===== config.mk =====
export PLATFORM = sky130hd
export DESIGN_NAME = csr_exec_unit
export DESIGN_NICKNAME = d
export VERILOG_FILES = /design/src/rtl/csr_exec_unit.sv
export SDC_FILE = /design/constraint.sdc
export NUM_CORES = 1
export LEC_CHECK = 0
export CAP_MARGIN = 40
export CORE_UTILIZATION = 41
export CTS_CLUSTER_DIAMETER = 150
export DETAILED_ROUTE_END_ITERATION = 12
export MAX_ROUTING_LAYER = met4
export PLACE_DENSITY_LB_ADDON = 0.3
export SLEW_MARGIN = 20
export SYNTH_ARGS = -nofsm -noshare
export SYNTH_HDL_FRONTEND = slang
export SYNTH_SLANG_ARGS = --single-unit

===== constraint.sdc =====
create_clock -name clk -period 3.3 [get_ports clk]
set_clock_uncertainty 0.15 [all_clocks]
set_input_delay 0.825 -clock clk [delete_from_list [all_inputs] [get_ports clk]]
set_output_delay 0.825 -clock clk [all_outputs]
set_load 0.005 [all_outputs]

===== src/rtl/csr_exec_unit.sv =====
// Zicsr read-modify-write unit: latches a CSR request, then performs read/modify/write against CSR_RegFile in one EXEC cycle.
// Optional read-only cycle/instret counters are built when CSR_COUNTERS_EN is defined.
module csr_exec_unit #(
  parameter int DWIDTH = 32,
  parameter int AWIDTH = 12
) (
  input  logic              clk,
  input  logic              rst,
  input  logic              req_valid,
  output logic              req_ready,
  input  logic [2:0]        req_funct3,
  input  logic [AWIDTH-1:0] req_addr,
  input  logic [DWIDTH-1:0] req_rs1_data,
  input  logic [4:0]        req_rs1_idx,
  input  logic              instret_inc,
  output logic              csr_we,
  output logic [AWIDTH-1:0] csr_addr,
  output logic [DWIDTH-1:0] csr_din,
  input  logic [DWIDTH-1:0] csr_dout,
  output logic              wb_valid,
  output logic [DWIDTH-1:0] wb_data,
  output logic              illegal
);

  typedef enum logic {IDLE, EXEC} state_e;

  state_e            state_q;
  logic [1:0]        op_q;
  logic [AWIDTH-1:0] addr_q;
  logic [DWIDTH-1:0] operand_q;
  logic [4:0]        rs1_idx_q;

  logic              exec, suppress, bad_op, ro_space, illegal_acc, ctr_hit;
  logic [DWIDTH-1:0] old_val, new_val;

  assign req_ready = (state_q == IDLE);

  always_ff @(posedge clk) begin
    if (rst) begin
      state_q   <= IDLE;
      op_q      <= '0;
      addr_q    <= '0;
      operand_q <= '0;
      rs1_idx_q <= '0;
    end else begin
      case (state_q)
        IDLE: if (req_valid) begin
          state_q   <= EXEC;
          op_q      <= req_funct3[1:0];
          addr_q    <= req_addr;
          operand_q <= req_funct3[2] ? {{(DWIDTH-5){1'b0}}, req_rs1_idx} : req_rs1_data;
          rs1_idx_q <= req_rs1_idx;
        end
        default: state_q <= IDLE;
      endcase
    end
  end

`ifdef CSR_COUNTERS_EN
  logic [63:0] cycle_q, instret_q;

  always_ff @(posedge clk) begin
    if (rst) begin
      cycle_q   <= '0;
      instret_q <= '0;
    end else begin
      cycle_q   <= cycle_q + 64'd1;
      instret_q <= instret_q + {63'd0, instret_inc};
    end
  end

  // Counters are sampled from their registers, i.e. the value before the commit edge.
  always_comb begin
    ctr_hit = 1'b1;
    old_val = csr_dout;
    case (addr_q)
      AWIDTH'('hC00): old_val = DWIDTH'(cycle_q[31:0]);
      AWIDTH'('hC80): old_val = DWIDTH'(cycle_q[63:32]);
      AWIDTH'('hC02): old_val = DWIDTH'(instret_q[31:0]);
      AWIDTH'('hC82): old_val = DWIDTH'(instret_q[63:32]);
      default:        ctr_hit = 1'b0;
    endcase
  end
`else
  logic unused_instret;
  assign unused_instret = instret_inc;
  assign ctr_hit        = 1'b0;
  assign old_val        = csr_dout;
`endif

  // A synchronous reset landing on the EXEC cycle must cancel the commit, so gate on rst.
  assign exec        = (state_q == EXEC) && !rst;
  assign suppress    = op_q[1] && (rs1_idx_q == 5'd0);
  assign bad_op      = (op_q == 2'b00);
  assign ro_space    = (addr_q[AWIDTH-1 -: 2] == 2'b11);
  assign illegal_acc = bad_op || (ro_space && !suppress);

  always_comb begin
    case (op_q)
      2'b10:   new_val = old_val | operand_q;
      2'b11:   new_val = old_val & ~operand_q;
      default: new_val = operand_q;
    endcase
  end

  assign csr_addr = addr_q;
  assign csr_we   = exec && !illegal_acc && !suppress && !ctr_hit;
  assign csr_din  = exec ? new_val : '0;
  assign wb_valid = exec && !illegal_acc;
  assign wb_data  = wb_valid ? old_val : '0;
  assign illegal  = exec && illegal_acc;

endmodule

## Word level (Yosys, flattened, before mapping)

Cells that the tools add are included.

| storage, ports and cells | value |
|---|---|
| register bits | 52 |
| bits of input ports | 88 |

| cells by class | value |
|---|---|
| equal/unequal tests | 3 |
| muxes and demuxes | 5 |
| bitwise gates (word level) | 4 |
| reduce and logical (&&, ||, !) cells | 14 |

Operator list:

| cell | number |
|---|---|
| two-way mux 32 bit | 3 |
| one-hot mux 32 bit (2 select lines) | 1 |
| AND 32 bit | 1 |
| inverter 32 bit | 1 |
| bitwise OR 32 bit | 1 |
| == test 2 bit, second input constant | 3 |
| logical AND 1 bit | 6 |
| zero test 5 bit | 1 |
| zero test 1 bit | 3 |
| zero test 2 bit | 1 |
| AND reduction 2 bit | 1 |
| OR reduction 2 bit | 1 |
| logical OR 1 bit | 1 |
| two-way mux 1 bit | 1 |
| inverter 1 bit | 1 |

## Longest topological paths before layout

| logic depth | value |
|---|---|
| depth in word-level cells | 8 |
| mapped depth | 7 |

## Least setup slack after synthesis

OpenSTA, ideal clock, no wires.

| path | value |
|---|---|
| path kind | input port to output port |
| start point | input rst |
| end point | output wb_data[10] |
| arrival | 1.845 ns |
| required time | 2.325 ns |
| slack | 0.480 ns |
| stages on the path | 7 |
| buffers on the path | 4 |
| cell sequence | buf_6 -> nand2b_4 -> buf_6 -> or2_1 -> buf_6 -> buf_6 -> nor3b_2 |

| between the ends | value |
|---|---|
| longest elaborated chain between the ends | 4 |

RTL lines:

| what | line | source |
|---|---|---|
| start, declared | 8 | `input logic rst,` |
| zero test 1 bit | 92 | `assign exec = (state_q == EXEC) && !rst;` |
| logical AND 1 bit | 92 |  |
| logical AND 1 bit | 109 | `assign wb_valid = exec && !illegal_acc;` |
| two-way mux 32 bit | 110 | `assign wb_data = wb_valid ? old_val : '0;` |
| end, declared | 21 | `output logic [DWIDTH-1:0] wb_data,` |

Every way passes these cells.

## Worst setup path after layout

| path | value |
|---|---|
| start point | input rst |
| end point | output csr_we |

| between the ends | value |
|---|---|
| longest elaborated chain between the ends | 4 |

RTL lines:

| what | line | source |
|---|---|---|
| zero test 1 bit | 92 |  |
| logical AND 1 bit | 92 |  |
| logical AND 1 bit (2 in series) | 107 | `assign csr_we = exec && !illegal_acc && !suppress && !ctr_hit;` |
| end, declared | 16 | `output logic csr_we,` |

Every way passes these cells.

==> summary.txt <==
Outcome
  – Status: finished, violations left
  – Failing checks: DRC

Clock tree
  – CTS Buf Count: 5
  – Clock transition at the registers of the reported paths: 0.10 ns
  – Hold buffer count at cts: 0
  – Sink Count: 52
  – Later-pin clock latency in the skew report: 0.31 ns
  – CTS Root Buffer Type: clkbuf_8
  – Clock Tree Buf Depth: 2
  – H-tree levels: 2
  – TritonCTS clock tree: yes

Worst setup path
  – CP Class: input pin to output pin
  – CP Max Fanout: 6
  – Crit path capture type: output pin
  – R2R depth: 4
  – Worst r2r src: state_q$_SDFF_PP0_
  – Worst r2r dst: operand_q[10]$_SDFFE_PP0P_
  – Critical Path RT: 2.32 ns
  – Crit path DAT: 2.25 ns
  – Crit start category: input pin
  – FF-to-FF setup slack: 1.67 ns

Logic synthesis
  – Synth warn: 0
  – Sequential share of the synthesized area: 37.0%
  – Netlist cell types: 24
  – Post-Syn Area: 2820 µm²
  – Mean Syn Cell Area: 8.61 µm²
  – Async SR Flop Fraction: 0%
  – EDFF count, synth: 0
  – Post-synth net total: 415
  – Synth Flop Type: dfxtp_1
  – Synth Register Bits: 52
  – Mapped Cells: 327

Timing
  – Hold violation count in the final report: 0
  – Crit share post-route: 97.7%
  – Slew margin rel.: 57.5%
  – Max Slew Vio Count: 0
  – Unrepaired setup endpoints after global routing: no
  – FMAX: 310 MHz
  – Final setup viols: 0
  – Final min period: 3.22 ns
  – Fin Setup TNS: 0 ns
  – Slew of the pin with the lowest slew margin: 0.636 ns
  – Fin worst setup slack: 0.0751 ns
  – Hold_ws: 0.310 ns

Pwr
  – Maximum vdd ir drop: 0.254 mV
  – Internal power: 996 µW
  – Comb power frac: 21.6%
  – Leakage: 0.00190 µW
  – Sw Share: 26.5%
  – P_sw: 359 µW
  – PD cells: 288 nW/µm²
  – Clk pwr share: 28.1%
  – Sequential share of power: 50.2%

Placement
  – Pre-CTS setup slack: -0.418 ns
  – Dpl hpwl: 6490 µm
  – RePlAce Congestion: 0.806
  – IO Port Bufs: 166

Die
  – Placeable Area: 6490 µm²
  – Die X-Extent: 84.9 µm
  – Die area: 7200 µm²
  – I/O pin count: 168
  – Die height: 84.9 µm
  – Initial Util: 43.4%
  – Number of placement rows: 29

Worst hold path
  – Min-Delay Path Class: register to register
  – Hold endpoint: csr_addr[1]$_SDFFE_PP0P_
  – Worst hold path startpoint: csr_addr[1]$_SDFFE_PP0P_
  – WHS Path Cells: 2

Routing
  – Drt wl/cell: 15.4 µm
  – DR iter-0 viols: 119
  – Remaining DRCs: 15
  – Final WL: 8780 µm
  – WL met1: 3760 µm
  – Antenna-violating nets left: 0
  – WL met3: 659 µm
  – Total number of vias: 3,026
  – DR top layer: met4
  – Vias per cell: 5.32
  – WL met2: 4260 µm
  – First-pass DRT Iterations: 12

Finish
  – # nets final: 579
  – Area growth syn-to-layout: 67.2%
  – Diodes inserted: 0
  – Layout cell share with drive strength beyond 1: 15.4%

GRT
  – First-pass GRT wire length: 13,800 µm
  – Initial antenna violation count: 0
  – Congestion Overflow GR: 0
  – GRT Util Overall: 24.6%
  – Via count of the first global-routing pass: 2,825
  – Pin count of the biggest net entering global routing: 34

Run
  – MaxCap Viol Count: 0
## repair_timing
item / in CTS / in global routing
resized for setup: 42 / 16
buffers inserted: 2 / 4
endpoints found under the setup margin: 59 / 47
pin swaps: 1 / 0
## per-layer routing
layer,vias to the layer above,GRT usage (%)
met3,9,4.96
met1,1420,29.5
met5,-,-
met2,119,42.6
li1,1478,-
met4,0,5.39
## worst max path at each step
stage                    startpoint          end  slack (ns)  depth (start not counted)
3_3_place_gp                    rst  wb_data[20]       -0.39                          6
5_1_grt        op_q[1]$_SDFFE_PP0P_       csr_we        0.02                          5
3_5_place_dp                    rst  wb_data[11]       -0.42                          6
4_1_cts                         rst  wb_data[24]       -0.23                          6
2_1_floorplan                   rst  wb_data[10]        0.48                          7
6_report                        rst       csr_we        0.08                          5
## cells in the mapped netlist, types with 3 or more instances
library cell	n	share of area (%)
a21oi_1	51	9.1
dfxtp_1	52	37
a22o_1	27	8.4
buf_2	10	1.8
nand2_1	72	9.6
nor2_1	10	1.3
nand3b_1	32	8.5
mux2i_1	5	1.8
nor3b_1	3	0.80
nor3b_2	29	13
a211oi_1	5	1.3
clkbuf_1	14	1.9
buf_6	6	2.4
## state kept, by name (all words and copies together) (netlist names)
| name | flops |
|---|---|
| csr_addr | 12 |
| state_q | 1 |
| operand_q | 32 |
| rs1_idx_q | 5 |
| op_q | 2 |
## cells by family (layout without fill, tap and decap cells)
group,after synthesis,in the layout,share of synthesized area [%]
AND/OR/NAND/NOR,152,152,35.2
AO/OA/AOI/OAI,86,86,19.8
flip-flops,52,52,37.0
buffers and inverters,32,197,6.31
multiplexers,5,5,1.78
## stage by stage
stage	area [µm²]	power, µW	utilization (%)	std cells
floorplan	2820	811	-	327
global placement	4530	979	69.8	554
detailed placement	4550	987	70.1	555
CTS	4640	1370	71.5	565
global route	4710	1420	72.5	569
finish	4710	1350	72.5	569
## cell usage in the layout, fill, tap and decap left out, types with 3 or more instances in the layout
| cell | Yosys | final |
|---|---|---|
| clkdlybuf4s50_1 | 0 | 132 |
| nand2_1 | 72 | 72 |
| dfxtp_1 | 52 | 52 |
| a21oi_1 | 51 | 50 |
| nand3b_1 | 32 | 32 |
| nor3b_2 | 29 | 31 |
| a22o_1 | 27 | 27 |
| dlygate4sd2_1 | 0 | 19 |
| buf_4 | 0 | 18 |
| dlymetal6s2s_1 | 0 | 10 |
| nor2_1 | 10 | 9 |
| mux2i_1 | 5 | 5 |
| a211oi_1 | 5 | 5 |
| clkbuf_8 | 0 | 5 |
| buf_2 | 10 | 5 |
| buf_6 | 6 | 3 |
## final cells by class
class	instances	area [µm²]
clock buffers	5	68.8
fillers	493	1790
multi-input cells	243	1650
clock inverters	3	27.5
flip-flops and latches	52	1040
inverters	1	3.75
repair buffers	188	1820
well taps	77	96.3
## power by group through the flow
stage	registers (µW)	clock network, µW	logic, µW
2_1_floorplan	691	0	120
3_3_place_gp	694	0	285
3_5_place_dp	695	0	292
4_1_cts	681	398	293
5_1_grt	685	421	317
6_report	681	381	293
## worst max-delay path, stage by stage
cell and delay, ns:
dlymetal6s2s_1 0.13, nand2b_4 0.14, or2_4 0.27, a221oi_1 0.31
clkdlybuf4s50_1 0.57
Power figures use the tool's default switching activity.
